File: src/rtl/jts16_scroll_mmr.sv
// jts16_scroll_mmr: System 16 tilemap scroll register file, CPU MMR window 0xE00-0xFFF.
// Macro JTS16_SCROLL_LATCH_EN enables shadow/active double buffering committed at vblank.
module jts16_scroll_mmr #(
    parameter int LAYERS = 2,
    parameter int MODEL  = 0
) (
    input  logic                  clk,
    input  logic                  rst_n,
    input  logic                  flip,
    input  logic                  vblank,
    input  logic                  char_cs,
    input  logic [11:1]           cpu_addr,
    input  logic [15:0]           cpu_dout,
    input  logic [1:0]            dsn,
    output logic [16*LAYERS-1:0]  pages,
    output logic [16*LAYERS-1:0]  hpos,
    output logic [16*LAYERS-1:0]  vpos,
    output logic [LAYERS-1:0]     rowscr_en,
    output logic [LAYERS-1:0]     colscr_en,
    output logic                  dirty,
    input  logic [7:0]            st_addr,
    output logic [7:0]            st_dout
);

    // Register file index = {type, layer}; four slots per type
    localparam int NREG = 32;
    localparam logic [2:0] T_PG = 3'd0;
    localparam logic [2:0] T_PF = 3'd1;
    localparam logic [2:0] T_VP = 3'd2;
    localparam logic [2:0] T_HP = 3'd3;
    localparam logic [2:0] T_AP = 3'd4;
    localparam logic [2:0] T_AV = 3'd5;
    localparam logic [2:0] T_AH = 3'd6;
    localparam int I_PG = 0;
    localparam int I_PF = 4;
    localparam int I_VP = 8;
    localparam int I_HP = 12;
    localparam int I_AP = 16;
    localparam int I_AV = 20;
    localparam int I_AH = 24;

    logic        wr;
    logic [8:0]  off;
    logic        map_hit;
    logic [2:0]  tsel;
    logic [1:0]  ksel;
    logic        hit;
    logic [4:0]  widx;
    logic        commit;

    logic [15:0] act_q [NREG];
    logic [15:0] act_d [NREG];
`ifdef JTS16_SCROLL_LATCH_EN
    logic [15:0] sh_q [NREG];
    logic [15:0] sh_d [NREG];
`endif
    logic        vb_q;
    logic        dirty_q, dirty_d;
    logic [6:0]  cnt_q, cnt_d;
    logic [16*LAYERS-1:0] pages_q, pages_d;
    logic [16*LAYERS-1:0] hpos_q, hpos_d;
    logic [16*LAYERS-1:0] vpos_q, vpos_d;
    logic [LAYERS-1:0]    row_q, row_d;
    logic [LAYERS-1:0]    col_q, col_d;
    logic [7:0]  st_q, st_d;

    function automatic logic [15:0] merge(input logic [15:0] old,
                                          input logic [15:0] din,
                                          input logic [1:0]  ds);
        logic [15:0] r;
        r = old;
        if (!ds[1]) r[15:8] = din[15:8];
        if (!ds[0]) r[7:0]  = din[7:0];
        return r;
    endfunction

    // Status slot n of layer k: pages, vpos, hpos (main or alt set)
    function automatic int sidx(input int n, input int k, input bit alt);
        int b;
        case (n / 2)
            0:       b = alt ? I_AP : I_PG;
            1:       b = alt ? I_AV : I_VP;
            default: b = alt ? I_AH : I_HP;
        endcase
        return b + k;
    endfunction

    function automatic logic [7:0] pick(input logic [15:0] v, input int n);
        return (n % 2 == 1) ? v[15:8] : v[7:0];
    endfunction

    assign wr     = char_cs && (cpu_addr[11:9] == 3'b111) && (dsn != 2'b11);
    assign off    = {cpu_addr[8:1], 1'b0};
    assign commit = vblank && !vb_q;

    // Address decode of the MMR window into register type and layer
    always_comb begin
        map_hit = 1'b0;
        tsel    = T_PG;
        ksel    = 2'd0;
        if (MODEL == 0) begin
            case (off)
                9'h08E: begin map_hit = 1'b1; tsel = T_PF; ksel = 2'd0; end
                9'h09E: begin map_hit = 1'b1; tsel = T_PG; ksel = 2'd0; end
                9'h08C: begin map_hit = 1'b1; tsel = T_PF; ksel = 2'd1; end
                9'h09C: begin map_hit = 1'b1; tsel = T_PG; ksel = 2'd1; end
                9'h124: begin map_hit = 1'b1; tsel = T_VP; ksel = 2'd0; end
                9'h126: begin map_hit = 1'b1; tsel = T_VP; ksel = 2'd1; end
                9'h1F8: begin map_hit = 1'b1; tsel = T_HP; ksel = 2'd0; end
                9'h1FA: begin map_hit = 1'b1; tsel = T_HP; ksel = 2'd1; end
                default: ;
            endcase
        end else if (MODEL == 1) begin
            for (int k = 0; k < 2; k++) begin
                if (off == 9'(9'h080 + 2*k)) begin map_hit = 1'b1; tsel = T_PG; ksel = 2'(k); end
                if (off == 9'(9'h084 + 2*k)) begin map_hit = 1'b1; tsel = T_AP; ksel = 2'(k); end
                if (off == 9'(9'h090 + 2*k)) begin map_hit = 1'b1; tsel = T_VP; ksel = 2'(k); end
                if (off == 9'(9'h094 + 2*k)) begin map_hit = 1'b1; tsel = T_AV; ksel = 2'(k); end
                if (off == 9'(9'h098 + 2*k)) begin map_hit = 1'b1; tsel = T_HP; ksel = 2'(k); end
                if (off == 9'(9'h09C + 2*k)) begin map_hit = 1'b1; tsel = T_AH; ksel = 2'(k); end
            end
        end else begin
            for (int k = 0; k < 4; k++) begin
                if (off == 9'(9'h0A0 + 2*k)) begin map_hit = 1'b1; tsel = T_PG; ksel = 2'(k); end
                if (off == 9'(9'h0A8 + 2*k)) begin map_hit = 1'b1; tsel = T_VP; ksel = 2'(k); end
                if (off == 9'(9'h0B0 + 2*k)) begin map_hit = 1'b1; tsel = T_HP; ksel = 2'(k); end
            end
        end
        hit  = wr && map_hit && (int'(ksel) < LAYERS);
        widx = {tsel, ksel};
    end

`ifdef JTS16_SCROLL_LATCH_EN
    // Writes land in shadow; vblank edge copies shadow (incl. same-cycle write) to active
    always_comb begin
        sh_d    = sh_q;
        act_d   = act_q;
        dirty_d = dirty_q;
        if (hit) begin
            sh_d[widx] = merge(sh_q[widx], cpu_dout, dsn);
            dirty_d    = 1'b1;
        end
        if (commit) begin
            act_d   = sh_d;
            dirty_d = 1'b0;
        end
    end
`else
    // Single register set: writes go straight to active
    always_comb begin
        act_d   = act_q;
        dirty_d = 1'b0;
        if (hit) act_d[widx] = merge(act_q[widx], cpu_dout, dsn);
    end
`endif

    // Commit counter advances on every vblank rising edge
    always_comb begin
        cnt_d = commit ? cnt_q + 7'd1 : cnt_q;
    end

    // Renderer-facing outputs derived from the active set
    always_comb begin
        pages_d = '0;
        hpos_d  = '0;
        vpos_d  = '0;
        row_d   = '0;
        col_d   = '0;
        for (int k = 0; k < LAYERS; k++) begin
            if (MODEL == 0)
                pages_d[16*k +: 16] = flip ? act_q[I_PF+k] : act_q[I_PG+k];
            else
                pages_d[16*k +: 16] = act_q[I_PG+k];
            vpos_d[16*k +: 16] = act_q[I_VP+k];
            hpos_d[16*k +: 16] = act_q[I_HP+k];
            row_d[k] = (MODEL != 0) && act_q[I_HP+k][15];
            col_d[k] = (MODEL == 2) && act_q[I_VP+k][15];
        end
    end

    // Status dump byte select
    always_comb begin
        st_d = 8'h00;
        for (int k = 0; k < LAYERS; k++) begin
            for (int n = 0; n < 6; n++) begin
                if (st_addr == 8'(6*k + n))
                    st_d = pick(act_q[sidx(n, k, 1'b0)], n);
                if (MODEL == 1 && st_addr == 8'(64 + 6*k + n))
                    st_d = pick(act_q[sidx(n, k, 1'b1)], n);
            end
        end
        if (st_addr == 8'hFF) st_d = {dirty_q, cnt_q};
    end

    // State and output registers
    always_ff @(posedge clk or negedge rst_n) begin
        if (!rst_n) begin
            act_q   <= '{default: '0};
`ifdef JTS16_SCROLL_LATCH_EN
            sh_q    <= '{default: '0};
`endif
            vb_q    <= 1'b0;
            dirty_q <= 1'b0;
            cnt_q   <= '0;
            pages_q <= '0;
            hpos_q  <= '0;
            vpos_q  <= '0;
            row_q   <= '0;
            col_q   <= '0;
            st_q    <= '0;
        end else begin
            act_q   <= act_d;
`ifdef JTS16_SCROLL_LATCH_EN
            sh_q    <= sh_d;
`endif
            vb_q    <= vblank;
            dirty_q <= dirty_d;
            cnt_q   <= cnt_d;
            pages_q <= pages_d;
            hpos_q  <= hpos_d;
            vpos_q  <= vpos_d;
            row_q   <= row_d;
            col_q   <= col_d;
            st_q    <= st_d;
        end
    end

    assign pages     = pages_q;
    assign hpos      = hpos_q;
    assign vpos      = vpos_q;
    assign rowscr_en = row_q;
    assign colscr_en = col_q;
    assign dirty     = dirty_q;
    assign st_dout   = st_q;

endmodule

File: config.mk
export PLATFORM = sky130hd
export DESIGN_NAME = jts16_scroll_mmr
export DESIGN_NICKNAME = d
export VERILOG_FILES = /design/src/rtl/jts16_scroll_mmr.sv
export SDC_FILE = /design/constraint.sdc
export NUM_CORES = 1
export LEC_CHECK = 0
export ABC_AREA = 1
export BUFFER_PORTS_ARGS = -buffer_cell sky130_fd_sc_hd__buf_2
export CORE_ASPECT_RATIO = 2
export CORE_MARGIN = 4
export CORE_UTILIZATION = 58
export DETAILED_ROUTE_END_ITERATION = 7
export GPL_ROUTABILITY_DRIVEN = 0
export PLACE_DENSITY_LB_ADDON = 0.1
export SKIP_LAST_GASP = 1
export SLEW_MARGIN = 20
export SYNTH_ARGS = -nofsm -noshare
export SYNTH_HDL_FRONTEND = slang
export SYNTH_SLANG_ARGS = --single-unit
File: constraint.sdc
create_clock -name clk -period 1.75 [get_ports clk]
set_input_delay 0.35 -clock clk [delete_from_list [all_inputs] [get_ports clk]]
set_output_delay 0.35 -clock clk [all_outputs]
set_load 0.01 [all_outputs]
==> results of run 1 <==
[cells by family after synthesis]
| logic type | after synthesis | synth area share [%] |
|---|---|---|
| AND/OR/NAND/NOR | 842 | 34.43 |
| flip-flops | 240 | 54.17 |
| buffers and inverters | 168 | 6.399 |
| AO/OA/AOI/OAI | 78 | 4.379 |
| XOR/XNOR | 6 | 0.4740 |
| adder cells (fa/ha/maj) | 1 | 0.1128 |
| other | 1 | 0.03382 |
[power by group]
part | total, mW | leakage [nW] | switching, mW | internal, mW
sequential | 5.75 | 3.34 | 0.108 | 5.64
clock | 5.00 | 0.350 | 2.19 | 2.81
combinational | 0.870 | 3.83 | 0.579 | 0.291
total | 11.6 | 7.51 | 2.88 | 8.74
[stage by stage]
stage / TNS [ns] / instances / power, mW / setup WS, ns
global placement: -50.36 / 1767 / 6.666 / -0.4687
CTS: 0 / 1807 / 11.63 / 0.01841
floorplan: -9.521 / 1340 / 6.271 / -0.1135
global route: -0.8762 / 1815 / 11.97 / -0.06870
finish: 0 / 1815 / 11.62 / 0.04771
detailed placement: -55.30 / 1767 / 6.682 / -0.5154
[area by class of cell]
type | instances | area, µm²
clock buffers | 25 | 570.5
flip-flops and latches | 240 | 6006
well taps | 255 | 319.1
repair inverters | 1 | 7.507
fillers | 1480 | 4936
repair buffers | 240 | 1767
clock inverters | 13 | 165.2
inverters | 107 | 410.4
multi-input cells | 934 | 4652
[cell usage in the layout, fill, tap and decap left out, drive strengths merged, types with 15 or more instances in the layout]
master	count
o211ai	18
dfrtp	240
nand3	235
buf	238
nand4	15
nor2	77
or2	22
inv	105
nand2	481
o21ai	46
clkbuf	25
[sequential cells by signal, indices dropped and copies added, names as in the netlist]
| register | flops |
|---|---|
| act_q | 128 |
| hpos | 32 |
| pages | 32 |
| vpos | 32 |
| st_dout | 8 |
| cnt_q | 7 |
| vb_q | 1 |
[repair_timing]
action | CTS | global route
setup endpoints to repair | 0 | 117
setup buffers | 0 | 5
hold endpoints to repair | 33 | 0
gates resized for setup | 0 | 15
hold buffers | 2 | 0
[tightest hold or removal path, delay by kind of cell]
kind	cells	cell delay, ns
simple gates	3	0.33
buf+inv	1	0.08
[synthesized netlist by cell type]
| library cell | instances | area, µm² |
|---|---|---|
| sky130_fd_sc_hd__nand2_1 | 473 | 1775 |
| sky130_fd_sc_hd__dfrtp_1 | 240 | 6006 |
| sky130_fd_sc_hd__nand3_1 | 221 | 1106 |
| sky130_fd_sc_hd__inv_1 | 98 | 367.9 |
| sky130_fd_sc_hd__nor2_1 | 71 | 266.5 |
| sky130_fd_sc_hd__o21ai_0 | 46 | 230.2 |
| sky130_fd_sc_hd__or2_2 | 21 | 131.4 |
| sky130_fd_sc_hd__clkbuf_1 | 18 | 67.56 |
| sky130_fd_sc_hd__buf_1 | 16 | 60.06 |
| sky130_fd_sc_hd__nand4_1 | 15 | 93.84 |
| sky130_fd_sc_hd__a21oi_1 | 14 | 70.07 |
| sky130_fd_sc_hd__buf_2 | 14 | 70.07 |
| sky130_fd_sc_hd__buf_4 | 11 | 82.58 |
| sky130_fd_sc_hd__nand3_4 | 10 | 175.2 |
| sky130_fd_sc_hd__o211ai_2 | 10 | 125.1 |
| sky130_fd_sc_hd__o211ai_1 | 8 | 60.06 |
| sky130_fd_sc_hd__nor3_1 | 7 | 35.03 |
| sky130_fd_sc_hd__inv_2 | 6 | 22.52 |
| sky130_fd_sc_hd__nand2_4 | 4 | 45.04 |
| sky130_fd_sc_hd__nand3_2 | 4 | 40.04 |
| sky130_fd_sc_hd__xor2_1 | 4 | 35.03 |
| sky130_fd_sc_hd__nor2_2 | 3 | 18.77 |
| sky130_fd_sc_hd__nor2_4 | 3 | 33.78 |
| sky130_fd_sc_hd__nor3_4 | 3 | 48.80 |
| sky130_fd_sc_hd__buf_6 | 2 | 22.52 |
| sky130_fd_sc_hd__clkinv_1 | 2 | 7.510 |
| sky130_fd_sc_hd__nand2_2 | 2 | 12.51 |
| sky130_fd_sc_hd__nor3b_1 | 2 | 15.01 |
| sky130_fd_sc_hd__xnor2_1 | 2 | 17.52 |
| sky130_fd_sc_hd__clkinv_4 | 1 | 8.760 |
| sky130_fd_sc_hd__conb_1 | 1 | 3.750 |
| sky130_fd_sc_hd__ha_1 | 1 | 12.51 |
| sky130_fd_sc_hd__nand3b_1 | 1 | 7.510 |
| sky130_fd_sc_hd__nor4_1 | 1 | 6.260 |
| sky130_fd_sc_hd__or2_1 | 1 | 6.260 |
[layer usage]
layer | GRT usage [%] | wire, µm | vias up
met3 | 4.941 | 3087 | 232
li1 | - | - | 4704
met4 | 25.94 | 3780 | 0
met2 | 56.16 | 17510 | 652
met1 | 40.57 | 12480 | 4847
met5 | 0 | 0 | -
[worst max-delay path by stage]
stage / end / slack [ns] / depth (start not counted)
finish: act_q[372] / 0.05 / 12
global route: act_q[376] / -0.07 / 13
CTS: act_q[497] / 0.02 / 12
detailed placement: act_q[497] / -0.52 / 12
global placement: act_q[497] / -0.47 / 12
floorplan: act_q[486] / -0.11 / 12
==> results.txt, run 1 <==
The number of buffers created by CTS came out at 21. The mean cell area of the mapped netlist came out at roughly 8.3 µm². The starting density of the core is roughly three fifths. The final worst-path cycle share is a little over nine tenths.

The netlist area before placement came out at roughly 11000 µm². CTS placed an instance of sky130_fd_sc_hd__clkbuf_16 at the clock tree root. The overall die area is approximately 22000 µm². The number of vias after detailed routing came out at approximately 10000. After detailed placement, the total cell area comes to 12990 µm². The setup slack of the most critical reg-to-reg path came out at roughly 0.30 ns. At the pin with the least slew margin, the transition time is slightly above 0.6 ns. In this run the tightest slew margin relative to its limit is 59.31%. The number of detailed-routing iterations run before antenna repair came out at 6. The cell area power density is approximately 840 nW/µm². The clock passes through at most 3 buffers.

The maximum number of pins on one net before global-route repair came out at between 60 and 70. The count of endpoints failing setup in the final report is 0. The final design area excluding fillers came out at between 10000 and 15000 µm². The endpoint required time on the critical path came out at about 2.2 ns.

For this run, design rule violations remaining after detail routing come to 0. The die span in y is between 200 and 250 µm. The top-level I/O count came out at 151. The antenna cell count is 0. STA classifies the critical path endpoint as a flip-flop. The count of endpoints failing hold in the final timing report came out at 0.

The later-pin clock latency in the skew report came out at between 0.5 and 0.6 ns. The largest single stage delay on the critical path is roughly 0.29 ns. The post-detailed-placement half-perimeter wirelength came out at between 20000 and 30000 µm. The most critical setup path has its startpoint at cpu_addr[5]. Across the run, the number of max-cap violations was 0. In this run the critical register-to-register path is captured at cnt_q[5].

The cell count of the worst reg-to-reg path is 5. The critical path's slowest cell is sky130_fd_sc_hd__nand3_2. After technology mapping, the gate count stands at 1336. The iteration-0 DRC count of the detailed router is ~1100. Synthesis inferred 240 register bits. TritonCTS built the clock tree. The final antenna-violating net count is 0. The quantity of I/O buffers inserted on ports is about 150. The post-route clock skew is about 0.015 ns. The signal on the critical path passes through buf_2, buf_4, nand2_1, nor3_1, nand2_2, nand3_4, nand2_8, buf_12, o211ai_1, nand3_2, nand3_1, nand2_1.

The worst hold path begins at cpu_dout[1]. The TritonCTS sink count is 240. The sequential share of the synthesized area is between 50% and 60%. The number of vias per cell after detailed routing came out at 5.749. In this run the worst path has a maximum fanout of 9.

The tightest min-delay check is of the input pin to flip-flop type. The worst setup path is launched from an input pin. The final layout contains routed wiring with a total length of roughly 37000 µm.

The final hold slack came out at approximately 0.26 ns. VDD sags by at most 0.0007881 V. The critical path is of the input pin to flip-flop type.

The global-route wire length before repair is approximately 57000 µm. For this design the static power due to leakage is around 7.5 nW. The worst hold path terminates at act_q[369]. The overall track demand over capacity in global routing is 34.28%. The aggregate global routing overflow is 0. The final core area utilization is around 74%.

The post-layout net count is 1588. The count of final max-slew check failures came out at 0. The number of global-route vias before repair came to 10380. Of the cells placed in the final design, the portion with a size suffix greater than 1 is between 20% and 30%. Static timing analysis puts the maximum clock frequency at 587.4 MHz. The flow ran to the end, and the final reports show no timing, DRC or antenna violations. After detailed routing, the average wire length per cell comes to just over 20 µm. By instance count, the cell type seen most on the critical path is sky130_fd_sc_hd__nand2_1.

The worst hold path depth is 4. Grouping stages by cell kind, the critical path spends the most delay in simple AND/OR/NAND/NOR gates. The number of levels the H-tree was split into is 1. The count of distinct cell types in the synthesized netlist came out at 35.

The number of antenna violations at the first check in global routing was 0. The total area inside the core boundary comes to about 19000 µm². Counting both buffers and inverters, the worst setup path holds a total of 3. In this run the critical register-to-register path is launched from vb_q.

The worst path in the final design needs a cycle of 1.702 ns, including I/O delays and setup. After clock tree synthesis, the clock-pin slew on the worst setup and hold paths is approximately 0.080 ns. The signal arrival time at the worst endpoint came out at roughly 2.1 ns. The area growth from synthesis to final layout came out at 25.35%. The horizontal die dimension came out at roughly 110 µm. Yosys printed 0 warnings.

After floorplanning, the core was divided into 71 placement rows.
Note: power is estimated with default switching activity, not from simulation.
==> run 2, diff against run 1 <==
--- a/config.mk
+++ b/config.mk
@@ -10,3 +10,2 @@
 export CORE_ASPECT_RATIO = 2
-export CORE_MARGIN = 4
 export CORE_UTILIZATION = 58
@@ -14,3 +13,3 @@
 export GPL_ROUTABILITY_DRIVEN = 0
-export PLACE_DENSITY_LB_ADDON = 0.1
+export PLACE_DENSITY = 0.83
 export SKIP_LAST_GASP = 1
--- a/constraint.sdc
+++ b/constraint.sdc
@@ -3,2 +3,2 @@
 set_output_delay 0.35 -clock clk [all_outputs]
-set_load 0.01 [all_outputs]
+set_load 0.05 [all_outputs]
==> results.txt, run 2 (synthesis results as in run 1) <==
Of the total power, the clock network draws 43.2%. In this run the power spent charging and discharging nets is around 2.9 mW. Among the stages of the critical path, the cell type that occurs most often is sky130_fd_sc_hd__nand2_8. The floorplan step set the die width to 99.77 µm. For this configuration, the core starts out at a cell density of roughly three fifths. In this run the vertical extent of the chip is between 150 and 200 µm. Detailed routing inserted a total of ~11000 vias. The floorplan has about 70 rows.

The global-route met2 utilization is between 60% and 70%. The global routing stage identified its most utilized layer as met2. The later-pin clock latency in the skew report is between 0.5 and 0.6 ns.

STA classifies the critical path startpoint as an input pin. The clock transition at the registers of the reported paths is ~0.08 ns. The count of endpoints failing hold in the final timing report is 0.

The maximum frequency from static timing analysis is about 580 MHz. In this run the deepest clock path goes through 3 buffers. For the finished layout, the period the worst path requires is around 1.7 ns. The area of placed instances came out at between 10000 and 15000 µm².

The number of remaining DRC errors is 0. The endpoint required time on the critical path is ~2.2 ns. The peak supply drop is 0.0008154 V. Global routing consumed, on the met1 layer, between 40% and 50% of the routing resources. The stage delay of the slowest cell on the critical path came out at between 0.2 and 0.3 ns.

In this run, CTS created clock tree buffers numbering 21. The overall track demand over capacity in global routing is around two fifths. The count of endpoints failing setup in the final report is 0. The run finished with clean final reports.

After detailed routing, the number of vias per cell comes to ~6.0. Setup repair after global routing could not meet its margin everywhere. The global-route wire length before repair came out at about 57000 µm. Summed over all layers, the routed wires come to between 30000 and 40000 µm. The critical path's slowest cell is sky130_fd_sc_hd__o211ai_1. The post-route netlist has approximately a quarter of its cells at a drive strength greater than 1.

The aggregate global routing overflow is 0. The maximum number of pins on one net before global-route repair is 65. The post-layout net count came out at about 1600. The type of the tightest min-delay check is input pin to flip-flop.

The setup total negative slack is 0 ns. Clock tree synthesis found a total of 240 sinks. The final worst-path cycle share came out at roughly 99%. The layout has 1360 filler cells. The design internal power came out at 8.888 mW. In the global route stage, met3 resource usage came out at ~6.1%. At the pin with the least slew margin, the transition time is 0.6334 ns.

In this run the count of I/O pins placed on the die edge is roughly 150. The post-detailed-placement half-perimeter wirelength is 26170 µm. The final hold slack is 0.2633 ns.

The count of final max-slew check failures came out at 0. The number of levels the H-tree was split into came out at 1. By startpoint and endpoint, the worst setup path is classified as input pin to flip-flop. The number of global-route vias before repair is 10450. The wire length per cell came out at around 21 µm. The area growth from synthesis to final layout is 26.06%. The core footprint is 18740 µm². The root buffer cell chosen for the clock tree is sky130_fd_sc_hd__clkbuf_16. The headroom to the max-slew limit is 57.61%.

The flip-flop count of the largest register after layout is approximately 130. The iteration-0 DRC count of the detailed router came out at 1221. Per report_power, the sequential group accounts for roughly 50% of the total.

In this run the tool buffered the top-level ports with about 150 buffer cells. The top cell types in the final layout, fill and taps aside, are 473 x sky130_fd_sc_hd__nand2_1, 240 x sky130_fd_sc_hd__dfrtp_1, 178 x sky130_fd_sc_hd__nand3_1, 144 x sky130_fd_sc_hd__buf_2, 98 x sky130_fd_sc_hd__inv_1. The leakage power summed over all cells came out at between 7 and 8 nW.

Once detail routing completed, the nets flagged for antenna violations numbered 0. The combinational group share of total power came out at under 10%. The final core area utilization came out at between 70% and 80%.

STA classifies the critical path endpoint as a flip-flop. Clock skew on the completed layout was measured at approximately 0.021 ns. The final design area excluding fillers came out at 13980 µm². The number of antenna violations at the first check in global routing came to 0.

Max-cap violations in this run came to 0. The TritonCTS clock tree is built. The switching share of total power came out at roughly 25%.

The signal arrival time at the worst endpoint came out at about 2.2 ns. The signal on the critical path passes through buf_2, nor2_4, nand3b_1, or2_4, buf_4, nand2_8, nand2_8, buf_12, o211ai_1, nand3_4, nand3_2, nand2_1. Across the whole layout, storage elements account for 6006 µm². The antenna cell count is 0.

The most common cell after layout, fill and taps aside is sky130_fd_sc_hd__nand2_1. act_q holds more flip-flops than any other register. Dividing total power by cell area gives a power density of 842.4 nW/µm². The number of detailed-routing iterations run before antenna repair came out at 6. The maximum fanout encountered on the critical timing path is 9. The multi-input combinational cells in the finished layout cover a total of between 4000 and 5000 µm². The overall die area is between 15000 and 20000 µm².
run 2: changes by cell type in the layout (fill, tap and decap cells not counted), sizes merged:
cell,delta
clkinv,+1
bufinv,+1
clkbuf,+3
buf,+13
clkinvlp,-5
run 2: per-layer routing:
layer  vias to the layer above  part of all wire [%]
li1                       4711                     -
met1                      5056                    32
met2                       862                    48
met3                       262                   9.8
met4                         0                   9.5
met5                         -                     0
run 2: timing repair:
item                                    4_1_cts  5_1_grt
setup buffers                                 0        4
endpoints found under the hold margin        39        0
endpoints found under the setup margin        0       88
gates resized for setup                       0       19
hold buffers                                  2        0
run 2: path summary, 6_finish.rpt:
kind                       slack, ns  depth (start not counted)         end          from
max reg2reg                     0.26                          6  act_q[485]    act_q[373]
min reg2reg                     0.41                          0    hpos[14]    act_q[318]
min                             0.26                          4  act_q[511]  cpu_dout[15]
min in group asynchronous       0.31                          2  act_q[375]         rst_n
max in group asynchronous       0.82                          3     vpos[7]         rst_n
max                             0.01                         12  act_q[481]   cpu_addr[6]
run 2: area by class of cell:
class	count	share of cell area [%]
flip-flops and latches	240	42.97
multi-input cells	934	33.54
repair buffers	254	12.98
clock buffers	27	4.136
inverters	107	2.910
well taps	255	2.283
clock inverters	11	1.182
run 2: critical path: cells and delay by family:
| family | cells | cell delay (ns) |
|---|---|---|
| buffers and inverters | 3 | 0.43 |
| and+or+nand+nor | 8 | 1.08 |
| AOI/OAI and AO/OA | 1 | 0.29 |
run 2: power by group through the flow:
stage / clock network [mW] / logic (mW) / registers (mW)
final: 5.08 / 0.935 / 5.75
after global routing: 5.27 / 1.01 / 5.76
after CTS: 5.06 / 0.881 / 5.75
after detailed placement: 0 / 0.874 / 5.85
after global placement: 0 / 0.851 / 5.85
after floorplan: 0 / 0.461 / 5.86
run 2: through the flow:
stage	power, mW	worst slack [ns]	instances
after floorplan	6.323	-0.1135	1340
after global placement	6.698	-0.4382	1781
after detailed placement	6.722	-0.4899	1781
after CTS	11.69	0.03317	1821
after global routing	12.05	-0.04548	1828
final	11.77	0.01450	1828
==> run 3, diff against run 2 <==
- CORE_UTILIZATION: 58 -> 30
- PLACE_DENSITY: 0.83 -> 0.5
==> results.txt, run 3 (synthesis results as in run 1) <==
STA classifies the critical path startpoint as an input pin. Across the VDD grid, the largest voltage drop is ~0.0006 V. The global-route met2 utilization came out at 40.14%. The floorplan row count is 99.

The layout cell share with drive strength beyond 1 is ~27%. The count of final max-slew check failures came out at 0. The flow ran to the end, and the final reports show no timing, DRC or antenna violations. The core footprint is ~36000 µm². STA classifies the critical path endpoint as a flip-flop. The library cells used most frequently in the layout, excluding fill and tap cells, are 472 x sky130_fd_sc_hd__nand2_1, 240 x sky130_fd_sc_hd__dfrtp_1, 181 x sky130_fd_sc_hd__nand3_1, 144 x sky130_fd_sc_hd__buf_2, 106 x sky130_fd_sc_hd__buf_4. The area of combinational cells with multiple inputs is approximately 4700 µm². The number of vias after detailed routing is roughly 10000. Setup repair after global routing left no endpoint under its margin.

The most common cell after layout, fill and taps aside is sky130_fd_sc_hd__nand2_1. The iteration-0 DRC count of the detailed router is roughly 740. The final wirelength came out at 42510 µm. More flip-flops sit in one register than any other, and that register is act_q. The die span in y came out at approximately 270 µm. The overall die area is around 38000 µm². The TritonCTS sink count came out at 240. The post-detailed-placement half-perimeter wirelength came out at around 32000 µm. The maximum fanout encountered on the critical timing path is 8. After global routing the overflow that remains totals 0.

The number of antenna violations at the first check in global routing is 0. The worst-case clock buffer depth is 3. around 150 I/O pins were placed. After layout, the worst path uses between 90% and 100% of the clock period. The headroom to the max-slew limit is a little under half.

The later-pin clock latency in the skew report came out at between 0.5 and 0.6 ns. Compared with the post-synthesis result, the final layout area differs by 30.59%. Clock-pin slew was measured on the worst setup and hold paths at about 0.07 ns. The post-route clock skew came out at between 0.01 and 0.015 ns. From left edge to right edge, the die measures approximately 140 µm. The number of buffers created by CTS came out at 22. In the final routed layout, each cell accounts on average for 20.76 µm.

The global routing met1 resource utilization is about 26%. The overall track demand over capacity in global routing came out at between 20% and 30%. The antenna cell count is 0. The number of levels the H-tree was split into came out at 1. Adding up every negative setup slack in the final design gives 0 ns. The sequential cell area came out at between 6000 and 7000 µm².

The type of the tightest min-delay check is input pin to flip-flop. STA puts the critical path data required time at ~2.2 ns. The cell area power density came out at roughly 830 nW/µm².

The number of max-capacitance violations reported is 0. The starting density of the core came out at a little under a third. The number of detailed-routing iterations run before antenna repair is 5. The maximum frequency from static timing analysis came out at around 600 MHz. Entering global routing, the biggest net connects 63 pins. The count of endpoints failing hold in the final timing report is 0. The leakage power summed over all cells came out at between 7 and 8 nW. The signal arrival time at the worst endpoint came out at about 2.1 ns. The number of global-route vias before repair is about 10000.

The post-layout net count came out at approximately 1600. The clock root buffer is sky130_fd_sc_hd__clkbuf_16. Setup violations remaining at the end of the flow were counted as 0. The critical setup path kind is input pin to flip-flop. The final hold slack came out at between 0.2 and 0.3 ns. The TritonCTS clock tree is built. The global-route wire length before repair came out at 62620 µm. The global routing stage identified its most utilized layer as met2. The final antenna-violating net count is 0. Using the TritonRoute via totals, the vias-per-cell ratio works out to just under 5.

The post-layout minimum cycle time came out at roughly 1.6 ns. The flip-flop count of the largest register after layout came out at 128. The fill cell instance count of the final layout came out at 3694. The quantity of I/O buffers inserted on ports is roughly 150. The power consumption is approximately 12 mW. The slew of the pin with the lowest slew margin came out at 0.7910 ns. The number of remaining DRC errors came out at 0.

The met3 demand-to-capacity share in global routing is approximately 2.1%.
-- run 3: path summary, 6_finish.rpt --
kind / slack (ns) / endpoint / cells after the start / startpoint
worst max-delay path: 0.11 / act_q[364] / 13 / cpu_addr[6]
worst min-delay path: 0.27 / act_q[486] / 4 / cpu_dout[6]
worst max register to register: 0.27 / st_dout[3] / 8 / act_q[371]
worst min register to register: 0.41 / hpos[11] / 0 / act_q[315]
max in group asynchronous: 0.78 / pages[13] / 3 / rst_n
min in group asynchronous: 0.30 / hpos[29] / 2 / rst_n
-- run 3: layer usage --
layer  part of all wire, %  routed length, µm
met3                   4.3               1817
met4                   7.6               3239
met1                    37              15580
met5                     0                  0
met2                    51              21870
-- run 3: final cells by class --
cell class	count	share of cell area (%)
Multi-Input combinational cell	934	32.80
Sequential cell	240	41.48
Clock buffer	29	4.407
Inverter	107	2.809
Timing Repair Buffer	274	13.62
Tap cell	454	3.923
Clock inverter	10	0.9592
-- run 3: where the power goes --
group	leakage (nW)	internal, mW	switching [mW]	total [mW]
Sequential	3.34	5.65	0.102	5.75
Clock	0.381	3.02	2.22	5.25
Combinational	4.00	0.307	0.661	0.968
Total	7.72	8.98	2.99	12.0
-- run 3: through the flow --
stage	utilization (%)	worst slack (ns)	std cells	instance area, µm²
floorplan	-	-0.1135	1340	11310
global placement	37.05	-0.6785	2004	13490
detailed placement	37.07	-0.7141	2004	13500
CTS	39.28	0.0003548	2045	14310
global route	39.76	0.001640	2048	14480
finish	39.76	0.1060	2048	14480
-- run 3: timing repair --
item	CTS	global route
buffers inserted	0	1
setup endpoints to repair	81	126
hold endpoints to repair	33	0
gates cloned	0	2
hold buffers	2	0
pin swaps	0	10
resized for setup	4	27
-- run 3: worst max-delay path, stage by stage --
cell and delay [ns]:
sky130_fd_sc_hd__buf_2 0.14, sky130_fd_sc_hd__nor2_4 0.10, sky130_fd_sc_hd__nand3b_1 0.10, sky130_fd_sc_hd__or2_4 0.29, sky130_fd_sc_hd__nand3_1 0.13, sky130_fd_sc_hd__inv_2 0.13, sky130_fd_sc_hd__buf_12 0.16, sky130_fd_sc_hd__nand2_1 0.05
sky130_fd_sc_hd__nand2_1 0.07, sky130_fd_sc_hd__nor2_2 0.18, sky130_fd_sc_hd__nand3_4 0.17, sky130_fd_sc_hd__nand3_1 0.12, sky130_fd_sc_hd__nand2_1 0.05
